==> config.mk <==
export PLATFORM = sky130hd
export DESIGN_NAME = shared_line_arb
export DESIGN_NICKNAME = d
export VERILOG_FILES = /design/src/rtl/shared_line_arb_pkg.sv /design/src/rtl/shared_line_arb_rr_pick.sv /design/src/rtl/shared_line_arb.sv
export SDC_FILE = /design/constraint.sdc
export NUM_CORES = 1
export LEC_CHECK = 0
export CAP_MARGIN = 20
export CELL_PAD_IN_SITES_DETAIL_PLACEMENT = 1
export CELL_PAD_IN_SITES_GLOBAL_PLACEMENT = 2
export CORE_AREA = 2 2 71 73
export CTS_BUF_LIST = sky130_fd_sc_hd__clkbuf_8
export DETAILED_ROUTE_END_ITERATION = 10
export DIE_AREA = 0 0 73 75
export PLACE_DENSITY_LB_ADDON = 0.3
export SETUP_SLACK_MARGIN = 0.05
export SLEW_MARGIN = 20
export SYNTH_ARGS = -nofsm -noshare
export SYNTH_HDL_FRONTEND = slang
export SYNTH_SLANG_ARGS = --single-unit
export TNS_END_PERCENT = 30
==> constraint.sdc <==
create_clock -name clk -period 12.6 [get_ports clk]
set_clock_uncertainty 0.05 [all_clocks]
set_input_delay 2.52 -clock clk [delete_from_list [all_inputs] [get_ports clk]]
set_output_delay 2.52 -clock clk [all_outputs]
set_load 0.005 [all_outputs]
==> src/rtl/shared_line_arb_pkg.sv <==
// Shared types and helpers for the shared-line arbiter.
package shared_line_pkg;

  typedef enum logic [1:0] {
    IDLE     = 2'd0,
    GRANT    = 2'd1,
    OVERRIDE = 2'd2
  } state_t;

  // Index width that never collapses to zero bits.
  function automatic int unsigned clog2_min1(input int unsigned n);
    return (n < 2) ? 1 : $clog2(n);
  endfunction

  // Increment that sticks at vmax instead of wrapping.
  function automatic logic [31:0] sat_inc(input logic [31:0] v, input logic [31:0] vmax);
    return (v >= vmax) ? vmax : v + 32'd1;
  endfunction

endpackage

==> src/rtl/shared_line_arb_rr_pick.sv <==
// Round-robin pick: first set request at or after ptr, wrapping around.
module rr_pick #(
  parameter int unsigned N_REQ = 4,
  parameter int unsigned PTR_W = 2
) (
  input  logic [N_REQ-1:0] req,
  input  logic [PTR_W-1:0] ptr,
  output logic             found,
  output logic [PTR_W-1:0] idx
);

  int unsigned best_dist;

  // Distance from the pointer to candidate c going upward with wrap.
  function automatic int unsigned ring_dist(input int unsigned c, input int unsigned p);
    return (c >= p) ? (c - p) : (c + N_REQ - p);
  endfunction

  always_comb begin
    found     = 1'b0;
    idx       = '0;
    best_dist = N_REQ;
    for (int c = 0; c < N_REQ; c++) begin
      if (req[c] && (ring_dist(32'(c), 32'(ptr)) < best_dist)) begin
        best_dist = ring_dist(32'(c), 32'(ptr));
        found     = 1'b1;
        idx       = PTR_W'(c);
      end
    end
  end

endmodule

==> src/rtl/shared_line_arb.sv <==
// Round-robin owner of a shared 1-bit line with a forced override and a
// saturating contention counter for debug.
module shared_line_arb
  import shared_line_pkg::*;
#(
  parameter int unsigned N_REQ    = 4,
  parameter int unsigned HOLD_MAX = 3,
  parameter int unsigned CNT_W    = 8,
  localparam int unsigned OWN_W   = clog2_min1(N_REQ)
) (
  input  logic             clk,
  input  logic             rst,
  input  logic [N_REQ-1:0] req,
  input  logic [N_REQ-1:0] lock,
  input  logic [N_REQ-1:0] din,
  input  logic             ovr_en,
  input  logic             ovr_val,
  output logic             line_o,
  output logic [N_REQ-1:0] gnt_o,
  output logic             gnt_vld,
  output logic [OWN_W-1:0] owner_o,
  output logic             busy,
  output logic [CNT_W-1:0] contention_cnt
);

  localparam int unsigned HOLD_W  = $clog2(HOLD_MAX + 1);
  localparam logic [31:0] CNT_MAX = 32'((64'd1 << CNT_W) - 64'd1);

  state_t            state;
  logic [HOLD_W-1:0] hold_cnt;
  logic [OWN_W-1:0]  rr_ptr;

  logic              pick_found;
  logic [OWN_W-1:0]  pick_idx;
  logic              keep_c;
  logic              contended_c;

  rr_pick #(
    .N_REQ (N_REQ),
    .PTR_W (OWN_W)
  ) u_pick (
    .req   (req),
    .ptr   (rr_ptr),
    .found (pick_found),
    .idx   (pick_idx)
  );

  // The holder keeps the line only while it both requests and locks, up to HOLD_MAX.
  assign keep_c = (state == GRANT) && req[owner_o] && lock[owner_o] &&
                  (hold_cnt < HOLD_W'(HOLD_MAX));

  assign contended_c = ($countones(req) >= 2);

  always_ff @(posedge clk) begin
    if (rst) begin
      state          <= IDLE;
      hold_cnt       <= '0;
      rr_ptr         <= '0;
      line_o         <= 1'b0;
      gnt_o          <= '0;
      gnt_vld        <= 1'b0;
      owner_o        <= '0;
      busy           <= 1'b0;
      contention_cnt <= '0;
    end else if (ovr_en) begin
      // Override pre-empts everything but leaves the rotation where it was.
      state    <= OVERRIDE;
      hold_cnt <= '0;
      line_o   <= ovr_val;
      gnt_o    <= '0;
      gnt_vld  <= 1'b0;
      owner_o  <= '0;
      busy     <= 1'b1;
    end else if (keep_c) begin
      hold_cnt <= hold_cnt + HOLD_W'(1);
      line_o   <= din[owner_o];
    end else begin
      // Arbitration event: from IDLE, after OVERRIDE, or on release in GRANT.
      if (contended_c) begin
        contention_cnt <= CNT_W'(sat_inc(32'(contention_cnt), CNT_MAX));
      end
      if (pick_found) begin
        state    <= GRANT;
        hold_cnt <= HOLD_W'(1);
        line_o   <= din[pick_idx];
        gnt_o    <= N_REQ'(1) << pick_idx;
        gnt_vld  <= 1'b1;
        owner_o  <= pick_idx;
        busy     <= 1'b1;
        rr_ptr   <= (pick_idx == OWN_W'(N_REQ - 1)) ? '0 : pick_idx + OWN_W'(1);
      end else begin
        state    <= IDLE;
        hold_cnt <= '0;
        line_o   <= 1'b0;
        gnt_o    <= '0;
        gnt_vld  <= 1'b0;
        owner_o  <= '0;
        busy     <= 1'b0;
      end
    end
  end

endmodule

==> metrics.csv, run 1 <==
stage,metric,value,unit
outcome,outcome,completed,
timing,final hold viol count,0,
timing,Peak Freq,150,MHz
clock_network,CTS H-tree lvls,1,
global_routing,met2 usage in global routing,29.7,%
global_routing,M3 GR Usage,2.01,%
power_and_ir_drop,Sw Share,38.0,%
drt,drt via density,5.57,
layout,# nets final,237,
place,Post-Place Worst Slack,5.59,ns
drt,drt first-iter violations,67,
place,GP Congestion,0.918,
floorplan,chip width,73,um
clock_network,PostCTS Resize Cnt,0,
critical_path,worst endpoint data arrival time,6.76,ns
logic_synthesis,Synth warnings,0,
drt,DRC viols,0,
timing,Slew @ Worst Pin,0.644,ns
layout,fin area,1910,um2
drt,ANT nets after route,0,
drt,Pre-antenna DRT Iters,4,
power_and_ir_drop,Clock power frac,19.3,%
clock_network,Skew-Pair Late Insertion Delay,0.26,ns
min_path,path type of the worst min-delay path,flop to flop,
layout,ANT cells,0,
floorplan,row count,25,
critical_path,CP Max Fanout,7,
drt,wire length per cell,16.8,um
timing,Slew HR,57.1,%
global_routing,all-layer global routing usage,16.8,%
drt,detailed-route via count,1438,
floorplan,initial core utilization,32.1,%
clock_network,"Clk pin slew, worst setup/hold paths",0.08,ns
critical_path,CP Capture Type,flop,
logic_synthesis,post-synthesis sequential area ratio,29.4,%
logic_synthesis,Synth Instances,174,
timing,setup tns final,0,ns
logic_synthesis,count of flip-flops with a built-in enable after synthesis,0,
power_and_ir_drop,Int Pwr,162,uW
logic_synthesis,Avg Inst Size Synth,8.61,um2
place,Placed Area,1850,um2
timing,period utilization,53.0,%
clock_network,CTS hold repair buffers,0,
global_routing,layer with the highest usage,met2,
timing,unrepaired setup endpoints after global routing,false,
timing,Final Setup Violations,0,
clock_network,CTS tree,yes,
layout,Area Overhead vs Synth,27.5,%
clock_network,Max Root-Sink Buffers,2,
logic_synthesis,ys async rst share,0,%
global_routing,vias in the first global route,1550,
power_and_ir_drop,Seq pwr share,33.5,%
logic_synthesis,synth unique cells,50,
global_routing,grt total ovfl,0,
run,max_cap viols,0,
clock_network,Post-CTS Setup Bufs,0,
floorplan,DIE AREA,5480,um2
global_routing,first-pass GRT wire length,7.33,mm
clock_network,CTS sink cnt,22,
timing,final slew viol count,0,
clock_network,number of buffers created by CTS,3,
drt,final WL,4.33,mm
critical_path,Worst Setup Start Kind,input pin,
logic_synthesis,Synth Register Bits,22,
clock_network,CTS Root Cell,clkbuf_8,
power_and_ir_drop,maximum VDD drop,0.0592,mV
logic_synthesis,mapped cell area,1500,um2
layout,layout cells sized above 1,7.35,%
floorplan,core area,4660,um2
global_routing,initial antenna violation count,0,
timing,setup ws final,5.92,ns
global_routing,GR Util met1,21.3,%
floorplan,io pins,33,
power_and_ir_drop,combinational fraction of design power,47.1,%
layout,fin util,41.0,%
critical_path,Setup CP Type,input pin to flop,
power_and_ir_drop,PD cells,137,nW/um2
timing,fin crit period,6.68,ns
power_and_ir_drop,Psw,99.4,uW
floorplan,die height,75,um
place,Final HPWL DP,3.48,mm
global_routing,largest net degree at the start of global routing,16,
critical_path,critical path required time,12.68,ns
place,PortBufs,32,
power_and_ir_drop,cell leakage power,0.000776,uW
logic_synthesis,dominant synthesized flop cell,dfxtp_1,
## critical path, cell delays in order
cell,delay (ns)
clkdlybuf4s50_1,0.64
ha_1,0.31
and3_1,0.21
nor4_2,0.41
a21oi_1,0.16
ha_1,0.21
a211o_1,0.26
a21oi_2,0.24
nand2b_1,0.16
o21ai_0,0.21
ha_1,0.23
o21ai_0,0.11
and4b_1,0.20
a221o_1,0.35
ha_1,0.33
mux2i_1,0.14
nor2_1,0.06
## final timing paths
check,startpoint,endpoint,slack (ns),depth (start not counted)
worst max register to register,rr_ptr[1],rr_ptr[1],7.83,19
worst max-delay path,req[0],rr_ptr[1],5.92,17
worst min-delay path,hold_cnt[0],hold_cnt[0],0.43,1
worst min register to register,hold_cnt[0],hold_cnt[0],0.43,1
## state kept, by name, indices dropped and copies added (netlist names)
name            cells
busy                1
contention_cnt      8
gnt_o               4
hold_cnt            2
line_o              1
owner_o             2
rr_ptr              2
state               2
## synth_stat cells (2+ instances only)
library cell / instances / area [um2]
dfxtp_1: 22 / 440
nor2_1: 17 / 63.8
ha_1: 15 / 188
nand2_1: 11 / 41.3
a21oi_1: 10 / 50.1
inv_1: 8 / 30.0
a31oi_1: 5 / 31.3
mux2i_1: 5 / 50.1
nand3_1: 5 / 25.0
a211oi_1: 4 / 30.0
a21o_1: 4 / 30.0
a22oi_1: 4 / 30.0
and3_1: 4 / 25.0
clkbuf_1: 4 / 15.0
nand2b_1: 4 / 25.0
nor2b_1: 4 / 25.0
nor3_1: 4 / 20.0
o21ai_0: 4 / 20.0
a211o_1: 3 / 26.3
a311oi_1: 3 / 26.3
and2_1: 2 / 12.5
inv_2: 2 / 7.51
nor3b_1: 2 / 15.0
o211ai_1: 2 / 15.0
## power groups by stage
stage               clock network [uW]  logic, uW  registers, uW
detailed placement                   0        123           89.6
global route                      55.2        142           89.4
floorplan                            0       83.4           86.3
global placement                     0        117           89.1
CTS                               52.1        125           88.1
finish                            50.6        123           87.8
## layer usage
layer | vias to the layer above | part of all wire, %
met2 | 33 | 50
met5 | - | 0
met1 | 692 | 45
li1 | 705 | -
met4 | 0 | 1.6
met3 | 8 | 3.1
## cell families (layout without fill, tap and decap cells)
kind of cell | Yosys count | count (layout) | synth area share [%]
buf+inv | 17 | 46 | 4.84
flops | 22 | 22 | 29.4
mux | 6 | 6 | 4.85
simple gates | 62 | 62 | 22.1
other cells | 1 | 2 | 0.250
fa+ha+maj | 16 | 16 | 13.9
compound gates | 50 | 50 | 24.7
## stage by stage
stage	cells	total power, uW	hold slack, ns
floorplan	175	170	0.374
global route	258	286	0.449
detailed placement	254	213	0.412
CTS	258	265	0.427
finish	258	262	0.429
global placement	254	206	0.388
## area by class of cell
type,count,area (um2)
fill,571,2750
multi-input combinational,136,988
sequential,22,440
timing repair buffer,32,320
tap,54,67.6
clock buffer,4,55.1
inverter,10,37.5
## layout by cell type (no fill, tap or decap), types with 3 or more instances in the layout
master           netlist  final
clkdlybuf4s50_1        0     32
dfxtp_1               22     22
nor2_1                17     17
ha_1                  15     15
nand2_1               11     11
a21oi_1               10     10
inv_1                  8      8
nand3_1                5      5
a31oi_1                5      5
mux2i_1                5      5
nand2b_1               4      4
and3_1                 4      4
nor2b_1                4      4
a21o_1                 4      4
o21ai_0                4      4
a211oi_1               4      4
a22oi_1                4      4
nor3_1                 4      4
clkbuf_8               0      4
a211o_1                3      3
a311oi_1               3      3
No activity file was read; power rests on OpenSTA's default activity.
==> run 2: changes to the inputs <==
Settings changed: CORE_AREA 2 2 71 73 to 2 2 73 75, DIE_AREA 0 0 73 75 to 0 0 75 77.
Clock period 12.6 ns to 6.8 ns, I/O delays scaled along.
==> metrics.csv, run 2 (synthesized netlist as in run 1, its figures left out) <==
stage,metric,value,unit
layout,most frequent cells in the layout,"32 x clkdlybuf4s50_1, 22 x dfxtp_1, 17 x nor2_1",
place,GP Congestion,0.771,
drt,detailed-route via count,1412,
drt,drt first-iter violations,31,
global_routing,all-layer global routing usage,15.8,%
timing,Peak Freq,181,MHz
drt,final WL,4.25,mm
floorplan,initial core utilization,30.1,%
global_routing,met2 usage in global routing,27.7,%
timing,Final Setup Violations,0,
global_routing,M3 GR Usage,3.15,%
floorplan,io pins,33,
timing,final slew viol count,0,
clock_network,Max Root-Sink Buffers,2,
layout,Area Overhead vs Synth,29.9,%
global_routing,layer with the highest usage,met2,
layout,layout cells sized above 1,7.35,%
timing,setup tns final,0,ns
critical_path,R2R Setup Slk,2.02,ns
drt,Pre-antenna DRT Iters,4,
critical_path,CP Capture Type,flop,
layout,Fillers,605,
clock_network,CTS hold repair buffers,0,
floorplan,chip width,75,um
global_routing,first-pass GRT wire length,7.11,mm
place,PortBufs,32,
timing,Slew @ Worst Pin,0.606,ns
power_and_ir_drop,total power,509,uW
power_and_ir_drop,cell leakage power,0.000783,uW
layout,fin area,1950,um2
min_path,Worst Hold End,hold_cnt[0],
critical_path,reg2reg end,rr_ptr[1],
floorplan,DIE AREA,5780,um2
clock_network,CTS H-tree lvls,1,
floorplan,die height,77,um
critical_path,critical path required time,6.88,ns
run,max_cap viols,0,
clock_network,CTS sink cnt,22,
critical_path,RR Startpoint,rr_ptr[1],
place,Placed Area,1870,um2
min_path,hold depth,1,
floorplan,core area,4980,um2
clock_network,PostCTS Resize Cnt,0,
clock_network,Skew-Pair Late Insertion Delay,0.27,ns
outcome,outcome,completed,
layout,sequential cell area,440,um2
floorplan,row count,26,
timing,unrepaired setup endpoints after global routing,false,
critical_path,CP Max Fanout,7,
min_path,hold path startpoint,hold_cnt[0],
layout,ANT cells,0,
layout,"most common cell after layout, fill and taps aside",clkdlybuf4s50_1,
global_routing,initial antenna violation count,0,
global_routing,largest net degree at the start of global routing,16,
clock_network,Post-CTS Setup Bufs,0,
critical_path,path depth of the worst reg2reg path,19,
timing,period utilization,81.4,%
global_routing,GR Util met1,19.9,%
global_routing,grt total ovfl,0,
layout,Largest Register,contention_cnt,
critical_path,worst setup path startpoint,req[0],
min_path,path type of the worst min-delay path,flop to flop,
layout,# nets final,237,
global_routing,vias in the first global route,1479,
power_and_ir_drop,PD cells,261,nW/um2
drt,DRC viols,0,
place,Final HPWL DP,3.41,mm
timing,final hold slack,0.416,ns
critical_path,Worst Setup Start Kind,input pin,
layout,Largest regs,"contention_cnt x8, gnt_o x4",
critical_path,worst endpoint data arrival time,5.61,ns
timing,Slew HR,59.5,%
power_and_ir_drop,maximum VDD drop,0.0998,mV
clock_network,CTS tree,yes,
drt,wire length per cell,15.5,um
timing,fin crit period,5.53,ns
clock_network,number of buffers created by CTS,3,
clock_network,CTS Root Cell,clkbuf_8,
layout,area of the multi-input gates,988,um2
drt,drt via density,5.15,
drt,ANT nets after route,0,
clock_network,"Clk pin slew, worst setup/hold paths",0.09,ns
timing,final hold viol count,0,
critical_path,Setup CP Type,input pin to flop,
layout,max reg flops,8,
-- run 2: cell count changes in the layout (fill, tap and decap cells not counted), sizes merged --
cell / previous run / this run
bufinv: 0 / 1
clkbuf: 4 / 3
-- run 2: worst max-delay path by stage --
| stage | to | cells after the start |
|---|---|---|
| finish | rr_ptr[1] | 17 |
| floorplan | rr_ptr[1] | 16 |
| detailed placement | rr_ptr[1] | 18 |
| CTS | rr_ptr[1] | 18 |
| global route | rr_ptr[1] | 18 |
| global placement | rr_ptr[1] | 18 |
-- run 2: worst max-delay path, cell delays in order --
cell and delay, ns:
clkdlybuf4s50_1 0.65, ha_1 0.31, and3_1 0.20, nor4_2 0.45, a21oi_1 0.17, ha_1 0.21
a211o_1 0.27, a21oi_2 0.22, nand2b_1 0.17, o21ai_0 0.21, ha_1 0.23, o21ai_0 0.12
and4b_1 0.20, a221o_1 0.33, ha_1 0.33, mux2i_1 0.14, nor2_1 0.05
-- run 2: cell type report --
type	count	area share, %
clock buffer	3	2.12
clock inverter	1	1.54
multi-input combinational	136	50.8
sequential	22	22.6
inverter	10	1.93
tap	70	4.50
timing repair buffer	32	16.5
-- run 2: routing by layer --
layer / wire length [um] / part of all wire (%)
met5: 0 / 0
met4: 16 / 0.38
met1: 1960 / 46
met3: 145 / 3.4
met2: 2130 / 50
-- run 2: power by group --
group,leakage [uW],switching (uW),internal [uW]
sequential,0.000180,18.7,144
combinational,0.000567,119,104
clock,0.0000357,44.1,78.7
-- run 2: through the flow --
step	instances	utilization (%)	setup WS, ns
final	274	39.1	1.27
after global routing	274	39.1	0.874
after CTS	274	39.1	1.28
after detailed placement	270	37.7	1.01
after global placement	270	37.7	1.24
after floorplan	175	-	2.14
